### src/rtl/axis_frame_length_adjust.sv
// AXI-Stream frame length normaliser: pads short frames with zero beats up to a
// minimum length, truncates long frames at a maximum length, reports per-frame status.
module axis_frame_length_adjust #(
  parameter int DATA_WIDTH = 8,
  parameter int USER_WIDTH = 1,
  parameter int LEN_WIDTH  = 16
) (
  input  logic                  clk,
  input  logic                  rst_n,
  input  logic [DATA_WIDTH-1:0] s_axis_tdata,
  input  logic                  s_axis_tvalid,
  output logic                  s_axis_tready,
  input  logic                  s_axis_tlast,
  input  logic [USER_WIDTH-1:0] s_axis_tuser,
  output logic [DATA_WIDTH-1:0] m_axis_tdata,
  output logic                  m_axis_tvalid,
  input  logic                  m_axis_tready,
  output logic                  m_axis_tlast,
  output logic [USER_WIDTH-1:0] m_axis_tuser,
  input  logic [LEN_WIDTH-1:0]  length_min,
  input  logic [LEN_WIDTH-1:0]  length_max,
  output logic                  status_valid,
  output logic                  status_frame_pad,
  output logic                  status_frame_truncate,
  output logic [LEN_WIDTH-1:0]  status_frame_length,
  output logic [LEN_WIDTH-1:0]  status_frame_original_length
);

  typedef enum logic [1:0] {TRANSFER, PAD, TRUNCATE} state_t;

  state_t                state;
  logic [LEN_WIDTH-1:0]  out_cnt;
  logic [LEN_WIDTH-1:0]  in_cnt;
  logic [LEN_WIDTH-1:0]  target_reg;
  logic [LEN_WIDTH-1:0]  max_reg;
  logic [USER_WIDTH-1:0] saved_user;

  logic                  load;
  logic                  accept;
  logic                  frame_start;
  logic [LEN_WIDTH-1:0]  cur_max;
  logic [LEN_WIDTH-1:0]  cur_target;
  logic [LEN_WIDTH-1:0]  out_next;
  logic [LEN_WIDTH-1:0]  in_next;
  logic                  at_max;
  logic                  below_target;

  assign load          = m_axis_tready || !m_axis_tvalid;
  assign s_axis_tready = ((state == TRANSFER) && load) || (state == TRUNCATE);
  assign accept        = s_axis_tvalid && s_axis_tready;

  // A zero out_cnt in TRANSFER means no beat of the current frame has been taken
  // yet, so the live config inputs are used; afterwards the captured copies apply.
  assign frame_start = (state == TRANSFER) && (out_cnt == '0);
  assign cur_max     = frame_start ? length_max : max_reg;
  assign cur_target  = frame_start ?
                       (((length_max != '0) && (length_max < length_min)) ? length_max : length_min) :
                       target_reg;

  assign out_next     = (&out_cnt) ? out_cnt : out_cnt + LEN_WIDTH'(1);
  assign in_next      = (&in_cnt) ? in_cnt : in_cnt + LEN_WIDTH'(1);
  assign at_max       = (cur_max != '0) && (out_next == cur_max);
  assign below_target = out_next < cur_target;

  always_ff @(posedge clk or negedge rst_n) begin
    if (!rst_n) begin
      state                        <= TRANSFER;
      out_cnt                      <= '0;
      in_cnt                       <= '0;
      target_reg                   <= '0;
      max_reg                      <= '0;
      saved_user                   <= '0;
      m_axis_tdata                 <= '0;
      m_axis_tvalid                <= 1'b0;
      m_axis_tlast                 <= 1'b0;
      m_axis_tuser                 <= '0;
      status_valid                 <= 1'b0;
      status_frame_pad             <= 1'b0;
      status_frame_truncate        <= 1'b0;
      status_frame_length          <= '0;
      status_frame_original_length <= '0;
    end else begin
      status_valid <= 1'b0;
      case (state)
        TRANSFER: begin
          if (load) m_axis_tvalid <= s_axis_tvalid;
          if (accept) begin
            m_axis_tdata <= s_axis_tdata;
            m_axis_tuser <= s_axis_tuser;
            out_cnt      <= out_next;
            in_cnt       <= in_next;
            target_reg   <= cur_target;
            max_reg      <= cur_max;
            // A last beat that lands exactly on the max is a normal end, not a truncation.
            if (s_axis_tlast) begin
              if (below_target) begin
                m_axis_tlast <= 1'b0;
                saved_user   <= s_axis_tuser;
                state        <= PAD;
              end else begin
                m_axis_tlast                 <= 1'b1;
                status_valid                 <= 1'b1;
                status_frame_pad             <= 1'b0;
                status_frame_truncate        <= 1'b0;
                status_frame_length          <= out_next;
                status_frame_original_length <= in_next;
                out_cnt                      <= '0;
                in_cnt                       <= '0;
              end
            end else if (at_max) begin
              m_axis_tlast <= 1'b1;
              state        <= TRUNCATE;
            end else begin
              m_axis_tlast <= 1'b0;
            end
          end
        end
        PAD: begin
          if (load) begin
            m_axis_tvalid <= 1'b1;
            m_axis_tdata  <= '0;
            out_cnt       <= out_next;
            if (!below_target) begin
              m_axis_tlast                 <= 1'b1;
              m_axis_tuser                 <= saved_user;
              status_valid                 <= 1'b1;
              status_frame_pad             <= 1'b1;
              status_frame_truncate        <= 1'b0;
              status_frame_length          <= out_next;
              status_frame_original_length <= in_cnt;
              out_cnt                      <= '0;
              in_cnt                       <= '0;
              state                        <= TRANSFER;
            end else begin
              m_axis_tlast <= 1'b0;
              m_axis_tuser <= '0;
            end
          end
        end
        TRUNCATE: begin
          if (load) m_axis_tvalid <= 1'b0;
          if (accept) begin
            in_cnt <= in_next;
            if (s_axis_tlast) begin
              status_valid                 <= 1'b1;
              status_frame_pad             <= 1'b0;
              status_frame_truncate        <= 1'b1;
              status_frame_length          <= out_cnt;
              status_frame_original_length <= in_next;
              out_cnt                      <= '0;
              in_cnt                       <= '0;
              state                        <= TRANSFER;
            end
          end
        end
        default: state <= TRANSFER;
      endcase
    end
  end

endmodule

### config.mk
export PLATFORM = sky130hd
export DESIGN_NAME = axis_frame_length_adjust
export DESIGN_NICKNAME = d
export VERILOG_FILES = /design/src/rtl/axis_frame_length_adjust.sv
export SDC_FILE = /design/constraint.sdc
export NUM_CORES = 1
export LEC_CHECK = 0
export ABC_AREA = 0
export CAP_MARGIN = 30
export CORE_ASPECT_RATIO = 1.75
export CORE_MARGIN = 4
export CORE_UTILIZATION = 57
export CTS_CLUSTER_SIZE = 10
export DETAILED_ROUTE_END_ITERATION = 10
export GPL_TIMING_DRIVEN = 0
export HOLD_SLACK_MARGIN = 0.15
export MAX_ROUTING_LAYER = met4
export PLACE_DENSITY_LB_ADDON = 0.1
export SLEW_MARGIN = 20
export SYNTH_ARGS = -nofsm -noshare
export SYNTH_HDL_FRONTEND = slang
export SYNTH_SLANG_ARGS = --single-unit
### constraint.sdc
create_clock -name clk -period 5.7 [get_ports clk]
set_input_delay 1.14 -clock clk [delete_from_list [all_inputs] [get_ports clk]]
set_output_delay 1.14 -clock clk [all_outputs]
set_load 0.02 [all_outputs]
==> results of run 1 <==
-- how the worst max path moves through the flow --
stage / cells past startpoint / slack [ps] / endpoint
floorplan: 21 / 110 / status_frame_original_length[0]$_DFFE_PN0P_
global placement: 21 / -1210 / status_frame_original_length[14]$_DFFE_PN0P_
detailed placement: 22 / -1270 / in_cnt[9]$_DFFE_PN0P_
CTS: 23 / 40 / out_cnt[3]$_DFFE_PN0P_
global route: 24 / -80 / out_cnt[5]$_DFFE_PN0P_
finish: 22 / 30 / out_cnt[3]$_DFFE_PN0P_
-- critical path, delay by kind of cell --
family | cells | cell delay (ps)
adder cells (fa/ha/maj) | 2 | 530
AND/OR/NAND/NOR | 6 | 1310
buffers and inverters | 6 | 1230
AO/OA/AOI/OAI | 8 | 1770
-- layout make-up --
cell class / count / share of cell area
Buffer: 50 / 0.0268
Multi-Input combinational cell: 632 / 0.463
Inverter: 50 / 0.0196
Clock inverter: 14 / 0.0163
Timing Repair Buffer: 104 / 0.112
Clock buffer: 18 / 0.0448
Tap cell: 171 / 0.0223
Sequential cell: 113 / 0.295
-- metrics by stage --
stage          instance area (um2)  setup TNS, ps   util
6_report                      9580              0  0.744
5_1_grt                       9580          -2050  0.744
4_1_cts                       9340              0  0.726
3_5_place_dp                  8620         -77040  0.670
3_3_place_gp                  8600        -161260  0.668
2_1_floorplan                 7470              0      -
-- layer usage --
layer	vias to the layer above	track usage	wire length (um)
met5	-	-	0
met4	0	0.189	1270
met3	106	0.0426	999
met2	299	0.566	12700
met1	3444	0.327	8370
li1	3283	-	-
-- layout by cell type (no fill, tap or decap), types with 7 or more instances in the layout --
cell type,n
mux2i_1,25
a21o_1,11
and3_1,10
nor3_1,11
xnor2_1,23
inv_1,50
buf_2,15
clkbuf_16,17
xor2_1,11
mux2_2,23
nor2_1,75
o31ai_1,13
buf_4,9
nand4_1,20
clkbuf_1,27
ha_1,33
nand2_1,73
mux2_1,27
a21oi_1,54
dlymetal6s2s_1,7
clkdlybuf4s50_1,80
a21oi_2,14
nand3_1,36
o21ai_0,55
dfrtp_1,113
nor4_1,17
-- cells in the mapped netlist, types with 12 or more instances --
| cell type | instances | area, um2 |
|---|---|---|
| nand4_1 | 20 | 125 |
| o21ai_0 | 55 | 275 |
| nor2_1 | 76 | 285 |
| o31ai_1 | 18 | 135 |
| clkbuf_1 | 32 | 120 |
| a21oi_1 | 68 | 340 |
| dfrtp_1 | 113 | 2830 |
| buf_2 | 15 | 75.1 |
| xnor2_1 | 23 | 201 |
| nor3_1 | 12 | 60.1 |
| mux2i_1 | 25 | 250 |
| ha_1 | 37 | 463 |
| nand2_1 | 74 | 278 |
| inv_1 | 50 | 188 |
| mux2_2 | 23 | 259 |
| nand3_1 | 37 | 185 |
| nor4_1 | 18 | 113 |
| mux2_1 | 27 | 304 |
-- power groups by stage --
stage / Sequential, W / Clock (W) / Combinational (W)
6_report: 0.00115 / 0.00108 / 0.00277
5_1_grt: 0.00118 / 0.00111 / 0.00297
4_1_cts: 0.00115 / 0.00108 / 0.00260
3_5_place_dp: 0.00116 / 0 / 0.00247
3_3_place_gp: 0.00115 / 0 / 0.00239
2_1_floorplan: 0.00122 / 0 / 0.00161
-- what timing repair did --
item,4_1_cts,5_1_grt
gates cloned,1,1
pin swaps,7,13
gates resized for setup,18,57
endpoints found under the setup margin,72,67
setup buffers,7,3
-- cell families after synthesis --
family | Yosys count | share of synthesized area
simple gates | 284 | 0.186
compound gates | 201 | 0.168
flops | 113 | 0.378
buf+inv | 101 | 0.0543
mux | 75 | 0.109
fa+ha+maj | 37 | 0.0620
xor+xnor | 35 | 0.0429
==> out/metrics.csv, run 1 <==
stage;metric;value;unit
outcome;status;completed;
sta;Peak Freq;176;MHz
worst_setup_path;Worst setup EP type;flip-flop;
floorplan;Die Width;94.5;um
worst_setup_path;CP max FO;10;
floorplan;I/O Pins;93;
sta;Slew Limit Headroom;0.406;
detailed_routing;detailed-route DRC error count;0;
detailed_routing;Wirelength per Cell;20.3;um
sta;final setup vio count;0;
clock_network;root buffer cell;clkbuf_16;
synth;Post-Syn Nets;929;
power;Cell Pwr Density;522;nW/um2
worst_setup_path;slowest cell delay on critical path;470;ps
clock_network;Post-CTS Hold Fix Bufs;0;
hold_path;HP Start;status_frame_original_length[7]$_DFFE_PN0P_;
worst_setup_path;RR Endpoint;out_cnt[3]$_DFFE_PN0P_;
worst_setup_path;slowest CP cell;a2111oi_4;
finish;Synth-to-Final Area Change;28.2;%
floorplan;die height;159;um
global_routing;Tot GR Track Use;0.320;
power;P_sw;0.00224;W
place;Port Buf Inserts;91;
worst_setup_path;crit-path cells;clkdlybuf4s50_1, inv_1, ha_4, a21o_1, a221oi_2, nor3_2, nor4_4, buf_4, buf_6, a21oi_1, nor2_1, a21oi_2, ha_1, and4_1, a221o_1, a2111oi_4, buf_4, nand2_2, a22o_1, buf_6, or4_4, o221ai_2;
finish;FILL cells;963;
sta;post-route worst setup slack;25.6;ps
clock_network;total CTS buffers;17;
clock_network;TritonCTS clock tree;yes;
finish;fin nets;1051;
floorplan;initial core utilization;0.581;
clock_network;latest clock arrival within the worst-skew pair;420;ps
power;Seq pwr share;0.231;
place;placed insts;1109;
synth;Main synth FF type;dfrtp_1;
power;peak supply drop;0.320;mV
synth;Avg Cell Area, Syn;8.83;um2
floorplan;Core Area;12900;um2
detailed_routing;via density per instance;6.19;
power;combinational fraction of design power;0.554;
power;total power draw;0.00500;W
finish;Cell Count, Final, Fillers Out;1152;
worst_setup_path;crit path launch type;input port;
worst_setup_path;CP Data Required Time;6020;ps
detailed_routing;Initial DRC Count;508;
worst_setup_path;Data arrival, critical path;5990;ps
power;Internal Pwr Total;0.00276;W
detailed_routing;Detail Route Antenna Nets;0;
hold_path;Worst Hold Class;reg2reg;
hold_path;Hold Crit Depth;1;
synth;Post-Synthesis Cells;846;
finish;layout cell share with drive strength beyond 1;0.140;
global_routing;initial antenna violation count;0;
finish;register area;2830;um2
worst_setup_path;WS Path Type;in2reg;
global_routing;grt total ovfl;0;
hold_path;WHS Endpoint;status_frame_original_length[7]$_DFFE_PN0P_;
floorplan;Rows;55;
global_routing;largest net degree at the start of global routing;59;
sta;hold slack;487;ps
clock_network;CTS clk-pin slew, worst paths;60;ps
clock_network;Max Buffers Root-to-Sink;2;
sta;final worst-path cycle share;0.996;
global_routing;vias in the first global route;7233;
power;Leakage;4.44;nW
power;power share of the clock group;0.215;
synth;Netlist cell types;68;
finish;Multi-input gate area;4440;um2
sta;Final Skew;10.1;ps
detailed_routing;via count;7132;
detailed_routing;DR pass1 iterations;5;
job;MaxCap Viol Count;0;
synth;Synth Cell Area;7470;um2
power;Sw Share;0.447;
sta;minimum clock period;5670;ps
finish;n_diodes;0;
clock_network;# clock sinks;113;
clock_network;number of H-tree levels;4;
worst_setup_path;Critical path origin;length_min[6];
floorplan;die area;15100;um2
sta;Slew @ Worst Pin;885;ps
detailed_routing;WL final;23400;um
worst_setup_path;Reg2Reg Launch Point;out_cnt[0]$_DFFE_PN0P_;
synth;Post-synth EDFFs;0;
place;Placer Congestion;0.968;
worst_setup_path;reg2reg path depth;21;
place;pre-CTS setup slack;-1270;ps
sta;Max Slew Vio Count;0;
synth;synth warn;0;
synth;Seq/Total Area, Yosys;0.378;
place;post-DP HPWL;17200;um
sta;final hold violations;0;
worst_setup_path;R2R setup slack;240;ps
synth;Async S/R FF share, synth;1.00;
global_routing;first-pass GRT wire length;36400;um
synth;FF+latch count, synth;113;
Note: power is estimated with default switching activity, not from simulation.
==> run 2, diff against run 1 <==
--- a/config.mk
+++ b/config.mk
@@ -10,6 +10,7 @@
 export CORE_ASPECT_RATIO = 1.75
 export CORE_MARGIN = 4
 export CORE_UTILIZATION = 57
+export CTS_BUF_LIST = sky130_fd_sc_hd__clkbuf_8 sky130_fd_sc_hd__clkbuf_16
 export CTS_CLUSTER_SIZE = 10
 export DETAILED_ROUTE_END_ITERATION = 10
 export GPL_TIMING_DRIVEN = 0
==> run 2 against run 1 <==
Clock skew is essentially flat; die area is the same; non-clock buffer count is the same; critical path depth is the same; worst setup slack lost 0.52 ps; fmax is essentially flat; sequential power is essentially flat; critical path type unchanged; flip-flop and latch count is the same.
==> out/metrics.csv, run 2 (same netlist as run 1, synthesis figures left out) <==
stage;metric;value;unit;change
worst_setup_path;CP Data Required Time;6020;ps;about the same
clock_network;CTS clk-pin slew, worst paths;60;ps;about the same
sta;final worst-path cycle share;0.996;;about the same
power;peak supply drop;0.319;mV;was 0.320 mV
outcome;status;completed;;unchanged
place;post-DP HPWL;17200;um;unchanged
power;total power draw;0.00500;W;about the same
global_routing;grt total ovfl;0;;unchanged
sta;Final Skew;10.2;ps;was 10.1 ps
power;Cell Pwr Density;521;nW/um2;was 522 nW/um2
sta;final hold violations;0;;unchanged
detailed_routing;DR pass1 iterations;5;;unchanged
floorplan;Core Area;12900;um2;unchanged
finish;layout cell share with drive strength beyond 1;0.140;;unchanged
finish;commonest non-fill, non-tap cell in the layout;dfrtp_1;;unchanged
clock_network;root buffer cell;clkbuf_16;;unchanged
global_routing;first-pass GRT wire length;36400;um;unchanged
detailed_routing;via count;7129;;was 7132
sta;Slew @ Worst Pin;885;ps;unchanged
finish;Synth-to-Final Area Change;28.2;%;unchanged
floorplan;die area;15100;um2;unchanged
place;placed insts;1109;;unchanged
hold_path;Worst Hold Class;reg2reg;;unchanged
finish;n_diodes;0;;unchanged
sta;Peak Freq;176;MHz;about the same
detailed_routing;detailed-route DRC error count;0;;unchanged
worst_setup_path;largest delay contributor family on the critical path;compound AO/OA/AOI/OAI gates;;unchanged
worst_setup_path;slowest CP cell;a2111oi_4;;unchanged
floorplan;I/O Pins;93;;unchanged
worst_setup_path;CP Buf/Inv Count;6;;unchanged
sta;Max Slew Vio Count;0;;unchanged
worst_setup_path;Data arrival, critical path;5990;ps;about the same
global_routing;largest net degree at the start of global routing;59;;unchanged
global_routing;initial antenna violation count;0;;unchanged
job;MaxCap Viol Count;0;;unchanged
finish;Cell Count, Final, Fillers Out;1152;;unchanged
floorplan;Die Width;94.5;um;unchanged
clock_network;total CTS buffers;17;;unchanged
sta;minimum clock period;5670;ps;about the same
floorplan;die height;159;um;unchanged
floorplan;Rows;55;;unchanged
place;Placer Congestion;0.968;;unchanged
clock_network;TritonCTS clock tree;yes;;unchanged
worst_setup_path;crit path launch type;input port;;unchanged
power;Leakage;4.44;nW;about the same
floorplan;initial core utilization;0.581;;unchanged
worst_setup_path;WS Path Type;in2reg;;unchanged
clock_network;latest clock arrival within the worst-skew pair;420;ps;about the same
place;Placement Cell Area;8620;um2;unchanged
finish;final instance area;9580;um2;unchanged
detailed_routing;Wirelength per Cell;20.3;um;unchanged
worst_setup_path;R2R setup slack;240;ps;about the same
detailed_routing;WL final;23400;um;unchanged
clock_network;# clock sinks;113;;unchanged
detailed_routing;Detail Route Antenna Nets;0;;unchanged
finish;most frequent cells in the layout;dfrtp_1 (113), clkdlybuf4s50_1 (80), nor2_1 (75);;unchanged
global_routing;Tot GR Track Use;0.320;;unchanged
worst_setup_path;crit-path cells;clkdlybuf4s50_1, inv_1, ha_4, a21o_1, a221oi_2, nor3_2, nor4_4, buf_4, buf_6, a21oi_1, nor2_1, a21oi_2, ha_1, and4_1, a221o_1, a2111oi_4, buf_4, nand2_2, a22o_1, buf_6, or4_4, o221ai_2;;unchanged
sta;Slew Limit Headroom;0.406;;unchanged
sta;final setup vio count;0;;unchanged
worst_setup_path;Worst setup EP type;flip-flop;;unchanged
finish;fin nets;1051;;unchanged
worst_setup_path;slowest cell delay on critical path;470;ps;about the same
clock_network;Max Buffers Root-to-Sink;2;;unchanged
worst_setup_path;CP max FO;10;;unchanged
global_routing;vias in the first global route;7233;;unchanged
detailed_routing;via density per instance;6.19;;about the same
detailed_routing;Initial DRC Count;508;;unchanged
clock_network;number of H-tree levels;4;;unchanged
place;Port Buf Inserts;91;;unchanged
clock_network;Post-CTS Hold Fix Bufs;0;;unchanged
run 2: power by group:
part	switching [W]	total [W]	leakage, nW	internal (W)
combinational	0.00167	0.00277	2.66	0.00110
sequential	0.000143	0.00115	1.51	0.00101
clock	0.000426	0.00107	0.278	0.000648
run 2: cell type report:
type	count	area, um2
repair buffers	104	1070
multi-input cells	632	4440
well taps	171	214
plain buffers	50	256
clock buffers	17	425
clock inverters	15	160
fillers	963	3290
flip-flops and latches	113	2830
inverters	50	188
run 2: what timing repair did:
action,CTS,global route
setup endpoints to repair,72,67
gates cloned,1,1
resized for setup,18,57
pin swaps,7,13
setup buffers,7,3
run 2: final timing paths:
path / from / to / cells past startpoint
worst max-delay path: length_min[6] / out_cnt[3]$_DFFE_PN0P_ / 22
worst min-delay path: status_frame_original_length[7]$_DFFE_PN0P_ / status_frame_original_length[7]$_DFFE_PN0P_ / 1
worst min register to register: status_frame_original_length[7]$_DFFE_PN0P_ / status_frame_original_length[7]$_DFFE_PN0P_ / 1
max in group asynchronous: rst_n / status_frame_original_length[10]$_DFFE_PN0P_ / 2
worst max register to register: out_cnt[0]$_DFFE_PN0P_ / out_cnt[3]$_DFFE_PN0P_ / 21
min in group asynchronous: rst_n / m_axis_tdata[6]$_DFFE_PN0P_ / 1
run 2: routing by layer:
metal	global-route usage	part of all wire	vias to the layer above
li1	-	-	3283
met5	-	0	-
met2	0.566	0.55	300
met3	0.0426	0.043	103
met4	0.189	0.054	0
met1	0.327	0.36	3443
run 2: metrics by stage:
step                TNS [ps]   util  worst slack, ps  hold WS, ps
finish                     0  0.744             25.1          487
global route           -2050  0.744            -84.6          506
detailed placement    -77040  0.670            -1270          477
global placement     -161260  0.668            -1210          465
floorplan                  0      -              105          450
CTS                        0  0.726             43.8          492
==> run 3, diff against run 2 <==
--- a/config.mk
+++ b/config.mk
@@ -9,7 +9,7 @@
 export CAP_MARGIN = 30
 export CORE_ASPECT_RATIO = 1.75
 export CORE_MARGIN = 4
-export CORE_UTILIZATION = 57
+export CORE_UTILIZATION = 61
 export CTS_BUF_LIST = sky130_fd_sc_hd__clkbuf_8 sky130_fd_sc_hd__clkbuf_16
 export CTS_CLUSTER_SIZE = 10
 export DETAILED_ROUTE_END_ITERATION = 10
==> constraint.sdc (replaced) <==
create_clock -name clk -period 7.3 [get_ports clk]
set_input_delay 1.46 -clock clk [delete_from_list [all_inputs] [get_ports clk]]
set_output_delay 1.46 -clock clk [all_outputs]
set_load 0.02 [all_outputs]
==> run 3 against run 2 <==
Highest routed layer unchanged; non-clock buffer count down 11; sequential share of layout area up 1.2 points; combinational power down 30%; clock power down 22%; wire length down 9.1%; first-iteration DRC count down 1.8%; via count down 1.4%; core utilization up 2.3 points; critical path type unchanged; flip-flop and latch count unchanged.
==> out/metrics.csv, run 3 (same netlist as run 1, synthesis figures left out) <==
stage;metric;value;unit;change
sta;final worst-path cycle share;0.928;;
worst_setup_path;CP Data Required Time;7600;ps;was 6020 ps
sta;Slew @ Worst Pin;873;ps;was 885 ps
detailed_routing;Detail Route Antenna Nets;0;;unchanged
finish;layout cell share with drive strength beyond 1;0.0897;;was 0.140
global_routing;largest net degree at the start of global routing;61;;was 59
clock_network;CTS clk-pin slew, worst paths;60;ps;about the same
finish;n_diodes;0;;unchanged
sta;minimum clock period;6780;ps;
power;Leakage;4.26;nW;was 4.44 nW
detailed_routing;Initial DRC Count;499;;was 508
finish;most frequent cells in the layout;dfrtp_1 (113), clkdlybuf4s50_1 (90), nor2_1 (76);;was dfrtp_1 (113), clkdlybuf4s50_1 (80), nor2_1 (75)
clock_network;Post-CTS Hold Fix Bufs;0;;unchanged
worst_setup_path;crit path launch type;input port;;unchanged
sta;setup_tns;0;ps;unchanged
clock_network;# clock sinks;113;;unchanged
job;MaxCap Viol Count;0;;unchanged
floorplan;Die Width;91.7;um;was 94.5 um
worst_setup_path;slowest cell delay on critical path;630;ps;was 470 ps
detailed_routing;Wirelength per Cell;18.7;um;was 20.3 um
place;Port Buf Inserts;91;;unchanged
sta;final hold violations;0;;unchanged
floorplan;Rows;53;;was 55
detailed_routing;DR pass1 iterations;5;;unchanged
clock_network;root buffer cell;clkbuf_16;;unchanged
clock_network;TritonCTS clock tree;yes;;unchanged
floorplan;initial core utilization;0.622;;was 0.581
sta;Slew Limit Headroom;0.416;;was 0.406
detailed_routing;via count;7026;;was 7129
worst_setup_path;crit-path cells;clkdlybuf4s50_1, ha_1, and3_1, a221oi_1, nor3_1, nor4_2, clkbuf_1, nor2_1, a21oi_1, nor2_1, a21oi_1, ha_1, a211oi_1, o21ai_0, o211ai_1, a21oi_1, a2111oi_4, and2_4, a21oi_1, o21ai_4, buf_4, mux2_1;;was clkdlybuf4s50_1, inv_1, ha_4, a21o_1, a221oi_2, nor3_2, nor4_4, buf_4, buf_6, a21oi_1, nor2_1, a21oi_2, ha_1, and4_1, a221o_1, a2111oi_4, buf_4, nand2_2, a22o_1, buf_6, or4_4, o221ai_2
worst_setup_path;CP max FO;10;;unchanged
detailed_routing;via density per instance;6.19;;about the same
global_routing;Tot GR Track Use;0.317;;was 0.320
worst_setup_path;largest delay contributor family on the critical path;compound AO/OA/AOI/OAI gates;;unchanged
hold_path;Worst Hold Class;reg2reg;;unchanged
finish;commonest non-fill, non-tap cell in the layout;dfrtp_1;;unchanged
sta;final setup vio count;0;;unchanged
worst_setup_path;most frequent cell on the critical path;a21oi_1;;
floorplan;I/O Pins;93;;unchanged
finish;final core utilization;0.768;;was 0.744
global_routing;first-pass GRT wire length;34500;um;was 36400 um
sta;Peak Freq;148;MHz;
power;Cell Pwr Density;398;nW/um2;was 521 nW/um2
floorplan;Core Area;12000;um2;was 12900 um2
clock_network;total CTS buffers;17;;unchanged
detailed_routing;detailed-route DRC error count;0;;unchanged
power;total power draw;0.00367;W;was 0.00500 W
clock_network;latest clock arrival within the worst-skew pair;420;ps;about the same
worst_setup_path;WS Path Type;in2reg;;unchanged
finish;Synth-to-Final Area Change;23.4;%;was 28.2%
global_routing;grt total ovfl;0;;unchanged
finish;fin nets;1040;;was 1051
worst_setup_path;Data arrival, critical path;7080;ps;was 5990 ps
power;peak supply drop;0.253;mV;was 0.319 mV
outcome;status;completed;;unchanged
global_routing;vias in the first global route;6999;;was 7233
floorplan;die area;14200;um2;was 15100 um2
place;Placer Congestion;1.02;;was 0.968
worst_setup_path;CP Buf/Inv Count;3;;was 6
global_routing;initial antenna violation count;0;;unchanged
detailed_routing;WL final;21300;um;was 23400 um
place;post-DP HPWL;16200;um;was 17200 um
sta;RSZ-0062 raised after global routing;no;;
floorplan;die height;154;um;was 159 um
clock_network;number of H-tree levels;4;;unchanged
worst_setup_path;slowest CP cell;clkdlybuf4s50_1;;was a2111oi_4
sta;Max Slew Vio Count;0;;unchanged
worst_setup_path;Worst setup EP type;flip-flop;;unchanged
clock_network;Max Buffers Root-to-Sink;2;;unchanged
sta;Final Skew;12.4;ps;was 10.2 ps
[run 3: final timing paths]
path / slack (ps) / depth (start not counted) / end / startpoint
min reg2reg: 490 / 1 / status_frame_original_length[8]$_DFFE_PN0P_ / status_frame_original_length[8]$_DFFE_PN0P_
min: 490 / 1 / status_frame_original_length[8]$_DFFE_PN0P_ / status_frame_original_length[8]$_DFFE_PN0P_
max reg2reg: 1630 / 20 / status_frame_original_length[14]$_DFFE_PN0P_ / out_cnt[0]$_DFFE_PN0P_
max in group asynchronous: 5630 / 2 / status_frame_original_length[12]$_DFFE_PN0P_ / rst_n
max: 520 / 22 / status_frame_original_length[14]$_DFFE_PN0P_ / length_max[7]
min in group asynchronous: 1010 / 1 / status_frame_original_length[3]$_DFFE_PN0P_ / rst_n
[run 3: power breakdown]
part | total, W | switching [W] | internal, W
clock network | 0.000837 | 0.000323 | 0.000514
logic | 0.00194 | 0.00119 | 0.000746
registers | 0.000898 | 0.000108 | 0.000790
total | 0.00367 | 0.00162 | 0.00205
[run 3: layout make-up]
class | instances | area, um2
clock buffers | 18 | 439
plain buffers | 51 | 218
multi-input cells | 632 | 4240
flip-flops and latches | 113 | 2830
well taps | 165 | 206
clock inverters | 14 | 154
repair buffers | 92 | 940
fillers | 860 | 2790
inverters | 50 | 188
[run 3: repair_timing]
item,CTS,global route
resized for setup,0,1
endpoints found under the setup margin,0,16
buffers inserted,0,0
[run 3: layer usage]
layer	GRT usage	vias to the layer above	wire length (um)
met5	-	-	0
li1	-	3261	-
met1	0.316	3346	7380
met4	0.202	0	1340
met3	0.0453	100	1040
met2	0.567	319	11500
[run 3: worst register-to-register path, delay by kind of cell (launching register included)]
family          cells  cell delay, ps
buf+inv             6            1870
compound gates      6            1670
simple gates        5             790
fa+ha+maj           2             530
flops               1             350
mux                 1             340
[run 3: per-stage QoR]
step | cells | hold slack, ps | area, um2 | setup WS, ps
4_1_cts | 1135 | 490 | 9210 | 406
5_1_grt | 1135 | 499 | 9220 | 180
2_1_floorplan | 846 | 450 | 7470 | 1390
3_5_place_dp | 1103 | 474 | 8620 | 7.23
3_3_place_gp | 1102 | 464 | 8590 | 107
6_report | 1135 | 488 | 9220 | 523
